$ cat src/rtl/lcd_timing_ctrl.sv
// LCD raster sequencer: walks H/V sync, back porch, active and front porch phases on each
// pixel strobe and produces registered panel strobes plus pixel FIFO fetch requests.
module lcd_timing_ctrl #(
    parameter int unsigned HW = 10,
    parameter int unsigned VW = 10
) (
    input  logic          HCLK,
    input  logic          rst,
    input  logic          en,
    input  logic          pix_tick,
    input  logic [HW-1:0] hsw,
    input  logic [HW-1:0] hbp,
    input  logic [HW-1:0] ppl,
    input  logic [HW-1:0] hfp,
    input  logic [VW-1:0] vsw,
    input  logic [VW-1:0] vbp,
    input  logic [VW-1:0] lpp,
    input  logic [VW-1:0] vfp,
    output logic          lcd_lp,
    output logic          lcd_fp,
    output logic          lcd_enab,
    output logic          pix_req,
    output logic          line_done,
    output logic          frame_done,
    output logic          busy
);

    typedef enum logic {StIdle, StRun} top_e;
    typedef enum logic [1:0] {HSync, HBp, HAct, HFp} h_e;
    typedef enum logic [1:0] {VSync, VBp, VAct, VFp} v_e;

    top_e top_q, top_d;
    h_e h_q, h_d;
    v_e v_q, v_d;
    logic [HW-1:0] hcnt_q, hcnt_d, h_lim;
    logic [VW-1:0] vcnt_q, vcnt_d, v_lim;
    logic [HW-1:0] hsw_q, hbp_q, ppl_q, hfp_q, hsw_d, hbp_d, ppl_d, hfp_d;
    logic [VW-1:0] vsw_q, vbp_q, lpp_q, vfp_q, vsw_d, vbp_d, lpp_d, vfp_d;
    logic lp_q, fp_q, enab_q, req_q, ldone_q, fdone_q, busy_q;
    logic lp_d, fp_d, enab_d, req_d, ldone_d, fdone_d, busy_d;
    logic latch, line_end, frame_end;

    always_comb begin
        top_d     = top_q;
        h_d       = h_q;
        v_d       = v_q;
        hcnt_d    = hcnt_q;
        vcnt_d    = vcnt_q;
        latch     = 1'b0;
        line_end  = 1'b0;
        frame_end = 1'b0;
        h_lim     = hsw_q;
        v_lim     = vsw_q;

        unique case (h_q)
            HSync: h_lim = hsw_q;
            HBp:   h_lim = hbp_q;
            HAct:  h_lim = ppl_q;
            HFp:   h_lim = hfp_q;
        endcase
        unique case (v_q)
            VSync: v_lim = vsw_q;
            VBp:   v_lim = vbp_q;
            VAct:  v_lim = lpp_q;
            VFp:   v_lim = vfp_q;
        endcase

        if (pix_tick) begin
            unique case (top_q)
                StIdle: begin
                    if (en) begin
                        top_d  = StRun;
                        latch  = 1'b1;
                        h_d    = HSync;
                        v_d    = VSync;
                        hcnt_d = '0;
                        vcnt_d = '0;
                    end
                end
                StRun: begin
                    if (hcnt_q == h_lim) begin
                        hcnt_d = '0;
                        unique case (h_q)
                            HSync: h_d = HBp;
                            HBp:   h_d = HAct;
                            HAct:  h_d = HFp;
                            HFp:   h_d = HSync;
                        endcase
                        if (h_q == HFp) begin
                            line_end = 1'b1;
                            if (vcnt_q == v_lim) begin
                                vcnt_d = '0;
                                unique case (v_q)
                                    VSync: v_d = VBp;
                                    VBp:   v_d = VAct;
                                    VAct:  v_d = VFp;
                                    VFp:   v_d = VSync;
                                endcase
                                frame_end = (v_q == VFp);
                            end else begin
                                vcnt_d = vcnt_q + VW'(1);
                            end
                        end
                    end else begin
                        hcnt_d = hcnt_q + HW'(1);
                    end
                    // Frame boundary: either roll straight into the next frame or stop.
                    if (frame_end) begin
                        if (en) begin
                            latch = 1'b1;
                        end else begin
                            top_d = StIdle;
                        end
                    end
                end
            endcase
        end

        hsw_d = latch ? hsw : hsw_q;
        hbp_d = latch ? hbp : hbp_q;
        ppl_d = latch ? ppl : ppl_q;
        hfp_d = latch ? hfp : hfp_q;
        vsw_d = latch ? vsw : vsw_q;
        vbp_d = latch ? vbp : vbp_q;
        lpp_d = latch ? lpp : lpp_q;
        vfp_d = latch ? vfp : vfp_q;

        busy_d  = (top_d == StRun);
        lp_d    = busy_d && (h_d == HSync);
        fp_d    = busy_d && (v_d == VSync);
        enab_d  = busy_d && (h_d == HAct) && (v_d == VAct);
        req_d   = pix_tick && enab_d;
        ldone_d = line_end;
        fdone_d = frame_end;
    end

    always_ff @(posedge HCLK or posedge rst) begin
        if (rst) begin
            top_q   <= StIdle;
            h_q     <= HSync;
            v_q     <= VSync;
            hcnt_q  <= '0;
            vcnt_q  <= '0;
            hsw_q   <= '0;
            hbp_q   <= '0;
            ppl_q   <= '0;
            hfp_q   <= '0;
            vsw_q   <= '0;
            vbp_q   <= '0;
            lpp_q   <= '0;
            vfp_q   <= '0;
            lp_q    <= 1'b0;
            fp_q    <= 1'b0;
            enab_q  <= 1'b0;
            req_q   <= 1'b0;
            ldone_q <= 1'b0;
            fdone_q <= 1'b0;
            busy_q  <= 1'b0;
        end else begin
            top_q   <= top_d;
            h_q     <= h_d;
            v_q     <= v_d;
            hcnt_q  <= hcnt_d;
            vcnt_q  <= vcnt_d;
            hsw_q   <= hsw_d;
            hbp_q   <= hbp_d;
            ppl_q   <= ppl_d;
            hfp_q   <= hfp_d;
            vsw_q   <= vsw_d;
            vbp_q   <= vbp_d;
            lpp_q   <= lpp_d;
            vfp_q   <= vfp_d;
            lp_q    <= lp_d;
            fp_q    <= fp_d;
            enab_q  <= enab_d;
            req_q   <= req_d;
            ldone_q <= ldone_d;
            fdone_q <= fdone_d;
            busy_q  <= busy_d;
        end
    end

    assign lcd_lp     = lp_q;
    assign lcd_fp     = fp_q;
    assign lcd_enab   = enab_q;
    assign pix_req    = req_q;
    assign line_done  = ldone_q;
    assign frame_done = fdone_q;
    assign busy       = busy_q;

endmodule

$ cat config.mk
export PLATFORM = sky130hd
export DESIGN_NAME = lcd_timing_ctrl
export DESIGN_NICKNAME = d
export VERILOG_FILES = /design/src/rtl/lcd_timing_ctrl.sv
export SDC_FILE = /design/constraint.sdc
export NUM_CORES = 1
export LEC_CHECK = 0
export CAP_MARGIN = 20
export CORE_MARGIN = 1
export CORE_UTILIZATION = 44
export DETAILED_ROUTE_END_ITERATION = 8
export PLACE_DENSITY = 0.78
export SLEW_MARGIN = 25
export SYNTH_ARGS = -nofsm -noshare
export SYNTH_HDL_FRONTEND = slang
export SYNTH_SLANG_ARGS = --single-unit
export TNS_END_PERCENT = 20
$ cat constraint.sdc
create_clock -name HCLK -period 10.1 [get_ports HCLK]
set_clock_uncertainty 0.1 [all_clocks]
set_input_delay 1.515 -clock HCLK [delete_from_list [all_inputs] [get_ports HCLK]]
set_output_delay 1.515 -clock HCLK [all_outputs]
set_load 0.05 [all_outputs]
==> impl_metrics.env, run 1 <==
export IMPL_outcome="complete, no violations"
export IMPL_grt_total_usage=0.193
export IMPL_clock_sinks=111
export IMPL_fp_dieW_um=117
export IMPL_synth_nets=539
export IMPL_power_density_nw_per_um2=172
export IMPL_placed_area_um2=6780
export IMPL_hold_viol_final=0
export IMPL_coreArea_um2=12800
export IMPL_critPathTopFamily="compound AO/OA/AOI/OAI gates"
export IMPL_slew_headroom=0.411
export IMPL_grt_pass1_wl_um=20900
export IMPL_crit_start="v_q[0]"
export IMPL_wl_um=12800
export IMPL_ctsHoldBuffers=0
export IMPL_worstMarginPinSlew_ps=884
export IMPL_row_count=41
export IMPL_ys_flop_type="dfrtp_1"
export IMPL_fp_dieArea_um2=13800
export IMPL_drive_above_1_share=0.212
export IMPL_endpoint_kind="flip-flop"
export IMPL_cts_buffers=9
export IMPL_wl_met3_um=637
export IMPL_yosys_register_bits=111
export IMPL_cts_tree="done"
export IMPL_grt_max_degree=72
export IMPL_synth_xor_area_share=0.0374
export IMPL_cp_depth=11
export IMPL_dp_slack_ps=6030
export IMPL_wl_met1_um=5620
export IMPL_yosys_area_top_type_share=0.474
export IMPL_ir_worst_vdd_v=0.000111
export IMPL_placement_io_buffers=90
export IMPL_cts_repair_resized=0
export IMPL_min_period_over_period=0.403
export IMPL_setup_viol=0
export IMPL_clockBufferDepth=2
export IMPL_synth_compound_area_frac=0.0844
export IMPL_clk_pin_slew_ps=80
export IMPL_io_pins=91
export IMPL_p_total_mw=1.22
export IMPL_root_buffer="clkbuf_16"
export IMPL_synth_area_um2=5850
export IMPL_async_flop_share=1.00
export IMPL_synth_edf_count=0
export IMPL_power_leakage_nw=3.08
export IMPL_nNetsFinal=623
export IMPL_grt_pass1_vias=4036
export IMPL_firstDrtPassIters=6
export IMPL_synth_mux_area_frac=0.241
export IMPL_post_place_cells=690
export IMPL_layout_setup_ws_ps=6030
export IMPL_hpwl_um=9110
export IMPL_fin_crit_ps=4070
export IMPL_globalRouteOverflowTotal=0
export IMPL_final_cells=706
export IMPL_vias=3821
export IMPL_rsz0062_at_grt="no"
export IMPL_synth_top_family_by_area="multiplexers"
export IMPL_synthAdderAreaFrac=0.0214
export IMPL_tns_ps=0
export IMPL_gp_congestion=0.826
export IMPL_top_layer="met4"
export IMPL_synth_most_common_cell="dfrtp_1"
export IMPL_max_freq_ghz=0.246
export IMPL_max_stage_delay_ps=660
export IMPL_clkLatencyLatePin_ps=350
export IMPL_synthDistinctLibCells=45
export IMPL_worst_r2r_setup_slack_ps=6030
export IMPL_maxCapViolCount=0
export IMPL_fin_util=0.555
export IMPL_crit_end="vsw_q[4]"
export IMPL_first_iter_violations=341
export IMPL_arrival_ps=4200
export IMPL_syn_to_final_growth_pct=21.1
export IMPL_drc_errors=0
export IMPL_worstSetupPathType="flip-flop to flip-flop"
export IMPL_final_area_um2=7090
export IMPL_cp_slowest_cell="buf_4"
export IMPL_synthCells=445
export IMPL_synth_seq_area_share=0.474
export IMPL_crit_required_ps=10230
export IMPL_syn_avg_cell_area_um2=13.2
export IMPL_regToRegStartpoint="v_q[0]"
export IMPL_drv_slew=0
export IMPL_hold_class="flip-flop to flip-flop"
export IMPL_wl_met2_um=6410
export IMPL_antenna_left=0
export IMPL_diodes=0
export IMPL_grt_antenna_before_repair=0
export IMPL_finalHoldWorstSlack_ps=402
export IMPL_cts_setup_buffers=0
export IMPL_path_cells="inv_1 > ha_1 > a222oi_1 > mux2i_1 > xnor2_1 > nand2_1 > nor3_1 > nand4_4 > a21oi_4 > buf_4 > mux2_4"
export IMPL_synth_area_leaders="dfrtp_1 47%, mux2_4 21%, xnor2_1 3.7%"
export IMPL_via_per_inst=5.41
export IMPL_initial_core_util=0.458
export IMPL_critPathLaunchType="flip-flop"
export IMPL_wl_per_cell_um=18.1
export IMPL_worstRegToRegCells=11
export IMPL_critPathMaxFanout=48
export IMPL_yosys_area_top_type="dfrtp_1"
export IMPL_die_y_um=117
export IMPL_synth_common_cells="111 x dfrtp_1, 80 x mux2_4, 30 x inv_1"
export IMPL_synth_simple_gate_area_frac=0.0842
export IMPL_timing_rr_end="vsw_q[4]"
export IMPL_cts_max_level=3
export IMPL_crit_buf_inv=2
export IMPL_yosysWarnings=0
[routing by layer]
layer,up-vias,global-route usage
met5,-,0
met4,0,0.0471
met3,12,0.0511
met2,121,0.327
met1,1923,0.246
li1,1765,-
[cell type report]
cell class,count,area (µm²)
Clock buffer,12,256
Clock inverter,4,52.6
Fill cell,1012,5690
Inverter,30,115
Multi-Input combinational cell,284,2750
Sequential cell,111,2780
Tap cell,172,215
Timing Repair Buffer,93,923
[sequential cells by signal, indices dropped and copies added, names as in the netlist, 2 cells and up]
name and flops:
hbp_q 10, hcnt_q 10, hfp_q 10, hsw_q 10, lpp_q 10, ppl_q 10, vbp_q 10, vcnt_q 10
vfp_q 10, vsw_q 10, h_q 2, v_q 2
[power by group]
part,total [mW],leakage (nW),internal [mW],switching [mW]
registers,0.572,1.40,0.514,0.0579
logic,0.278,1.52,0.160,0.118
clock network,0.367,0.153,0.207,0.159
[cell families (layout without fill, tap and decap cells)]
family / after synthesis / after routing
xor+xnor: 25 / 25
simple gates: 85 / 85
compound gates: 63 / 63
fa+ha+maj: 10 / 10
flops: 111 / 111
buf+inv: 50 / 139
mux: 101 / 101
[how the worst min path moves through the flow]
stage	start	endpoint	cells after the start
after floorplan	vcnt_q[9]	vcnt_q[9]	1
after global placement	vcnt_q[9]	vcnt_q[9]	1
after detailed placement	hcnt_q[9]	hcnt_q[9]	1
after CTS	hcnt_q[9]	hcnt_q[9]	1
after global routing	vsw_q[7]	vsw_q[7]	1
final	hcnt_q[9]	hcnt_q[9]	1
[layout by cell type (no fill, tap or decap), drive strengths merged, types with 2 or more instances in the layout]
cell type        n
dfrtp          111
clkdlybuf4s50   90
mux2            80
inv             31
xnor2           25
nand2           25
o21ai           25
mux2i           21
a222oi          20
clkbuf          12
and2            10
ha              10
and3            10
nand4           10
nor2             8
nand3            5
nor3             5
o31ai            5
a21oi            4
or2              3
buf              3
nor2b            2
nand2b           2
a211o            2
nor4             2
clkinv           2
No activity file was read; power rests on OpenSTA's default activity.
==> inputs of run 2 (changes only) <==
Settings changed: PLACE_DENSITY 0.78 to 0.81.
Clock period 10.1 ns to 3.5 ns, I/O delays scaled along.
==> impl_metrics.env, run 2 (synthesis gave the netlist of run 1 again) <==
export IMPL_root_buffer="clkbuf_16"
export IMPL_clockBufferDepth=2
export IMPL_fp_dieW_um=117
export IMPL_grt_max_degree=55
export IMPL_ir_worst_vdd_v=0.000380
export IMPL_dp_slack_ps=-170
export IMPL_critPathTopFamily="buffers and inverters"
export IMPL_critPathLaunchType="flip-flop"
export IMPL_grt_pass1_wl_um=21400
export IMPL_nNetsFinal=661
export IMPL_grt_antenna_before_repair=0
export IMPL_coreArea_um2=12800
export IMPL_multi_input_area_um2=2800
export IMPL_setup_viol=0
export IMPL_fin_crit_ps=3460
export IMPL_layout_setup_ws_ps=38.8
export IMPL_p_total_mw=3.70
export IMPL_min_period_over_period=0.989
export IMPL_cts_tree="done"
export IMPL_first_iter_violations=281
export IMPL_hold_class="flip-flop to flip-flop"
export IMPL_via_per_inst=5.27
export IMPL_syn_to_final_growth_pct=31.2
export IMPL_max_stage_delay_ps=430
export IMPL_seqCellArea_um2=2780
export IMPL_vias=3920
export IMPL_grt_pass1_vias=4172
export IMPL_placement_io_buffers=90
export IMPL_wl_um=13600
export IMPL_die_y_um=117
export IMPL_cts_buffers=9
export IMPL_drive_above_1_share=0.281
export IMPL_path_cells="buf_4 > ha_4 > clkbuf_2 > a222oi_1 > mux2i_1 > xnor2_1 > nand2_1 > nor3_4 > nand4_4 > a21oi_4 > buf_12 > buf_4 > clkbuf_16 > mux2_4"
export IMPL_cpMostUsedCell="buf_4"
export IMPL_hold_viol_final=0
export IMPL_tns_ps=0
export IMPL_worstMarginPinSlew_ps=645
export IMPL_power_leakage_nw=3.32
export IMPL_row_count=41
export IMPL_arrival_ps=3600
export IMPL_rsz0062_at_grt="yes"
export IMPL_drv_slew=0
export IMPL_power_density_nw_per_um2=481
export IMPL_crit_buf_inv=5
export IMPL_drc_errors=0
export IMPL_grt_total_usage=0.197
export IMPL_endpoint_kind="flip-flop"
export IMPL_hpwl_um=9350
export IMPL_globalRouteOverflowTotal=0
export IMPL_fp_dieArea_um2=13800
export IMPL_initial_core_util=0.458
export IMPL_diodes=0
export IMPL_clock_sinks=111
export IMPL_nFillCells=961
export IMPL_clkLatencyLatePin_ps=350
export IMPL_firstDrtPassIters=7
export IMPL_ctsHoldBuffers=0
export IMPL_cts_max_level=3
export IMPL_worstSetupPathType="flip-flop to flip-flop"
export IMPL_io_pins=91
export IMPL_slew_headroom=0.569
export IMPL_antenna_left=0
export IMPL_gp_congestion=0.844
export IMPL_final_cell_mix="110 x dfrtp_1, 90 x clkdlybuf4s50_1, 80 x mux2_4"
export IMPL_cp_slowest_cell="dfrtp_1"
export IMPL_crit_required_ps=3640
export IMPL_maxCapViolCount=0
export IMPL_max_freq_ghz=0.289
export IMPL_wl_per_cell_um=18.2
export IMPL_clk_pin_slew_ps=70
export IMPL_critPathMaxFanout=6
export IMPL_outcome="complete, no violations"
export IMPL_final_common_cell="dfrtp_1"
## run 2: cell count changes in the layout (fill, tap and decap cells not counted), moves of 2 or more
cell        previous run  this run
inv_1                 29        27
inv_2                  0         2
ha_2                   0         3
buf_4                  3        23
clkbuf_16              9        13
clkinvlp_4             0         2
ha_4                   0         2
bufinv_16              1         3
ha_1                  10         5
buf_12                 0        11
## run 2: power by group
part | switching (mW) | internal (mW)
Combinational | 0.375 | 0.500
Clock | 0.458 | 0.716
Sequential | 0.162 | 1.49
## run 2: timing repair
action | in CTS | in global routing
endpoints found under the setup margin | 85 | 83
setup buffers | 4 | 13
resized for setup | 6 | 11
pin swaps | 7 | 8
cloned | 0 | 4
## run 2: through the flow
step	instances	utilization	hold WS, ps	cell area [µm²]
floorplan	445	-	366	5860
global placement	707	0.550	387	7030
detailed placement	707	0.550	395	7030
CTS	727	0.582	409	7430
global route	744	0.601	420	7680
finish	744	0.601	412	7680
## run 2: layer usage
metal  up-vias  routed length, µm  GRT usage
li1       1842                  -          -
met1      1950               6070      0.256
met2       119               6760      0.332
met3         9                622     0.0443
met4         0                105     0.0511
met5         -                  0          0
## run 2: final cells by class
type	count	share of cell area
multi-input cells	284	0.364
flip-flops and latches	111	0.362
clock inverters	6	0.0140
clock buffers	10	0.0311
well taps	172	0.0280
inverters	30	0.0152
repair buffers	131	0.186
## run 2: path summary, 6_finish.rpt
check / from / slack, ps / depth (start not counted) / end
min in group asynchronous: rst / 510 / 2 / vsw_q[9]
worst max-delay path: h_q[1] / 40 / 14 / hsw_q[8]
worst max register to register: h_q[1] / 40 / 14 / hsw_q[8]
worst min-delay path: hbp_q[3] / 410 / 1 / hbp_q[3]
max in group asynchronous: rst / 2010 / 3 / lpp_q[4]
worst min register to register: hbp_q[3] / 410 / 1 / hbp_q[3]
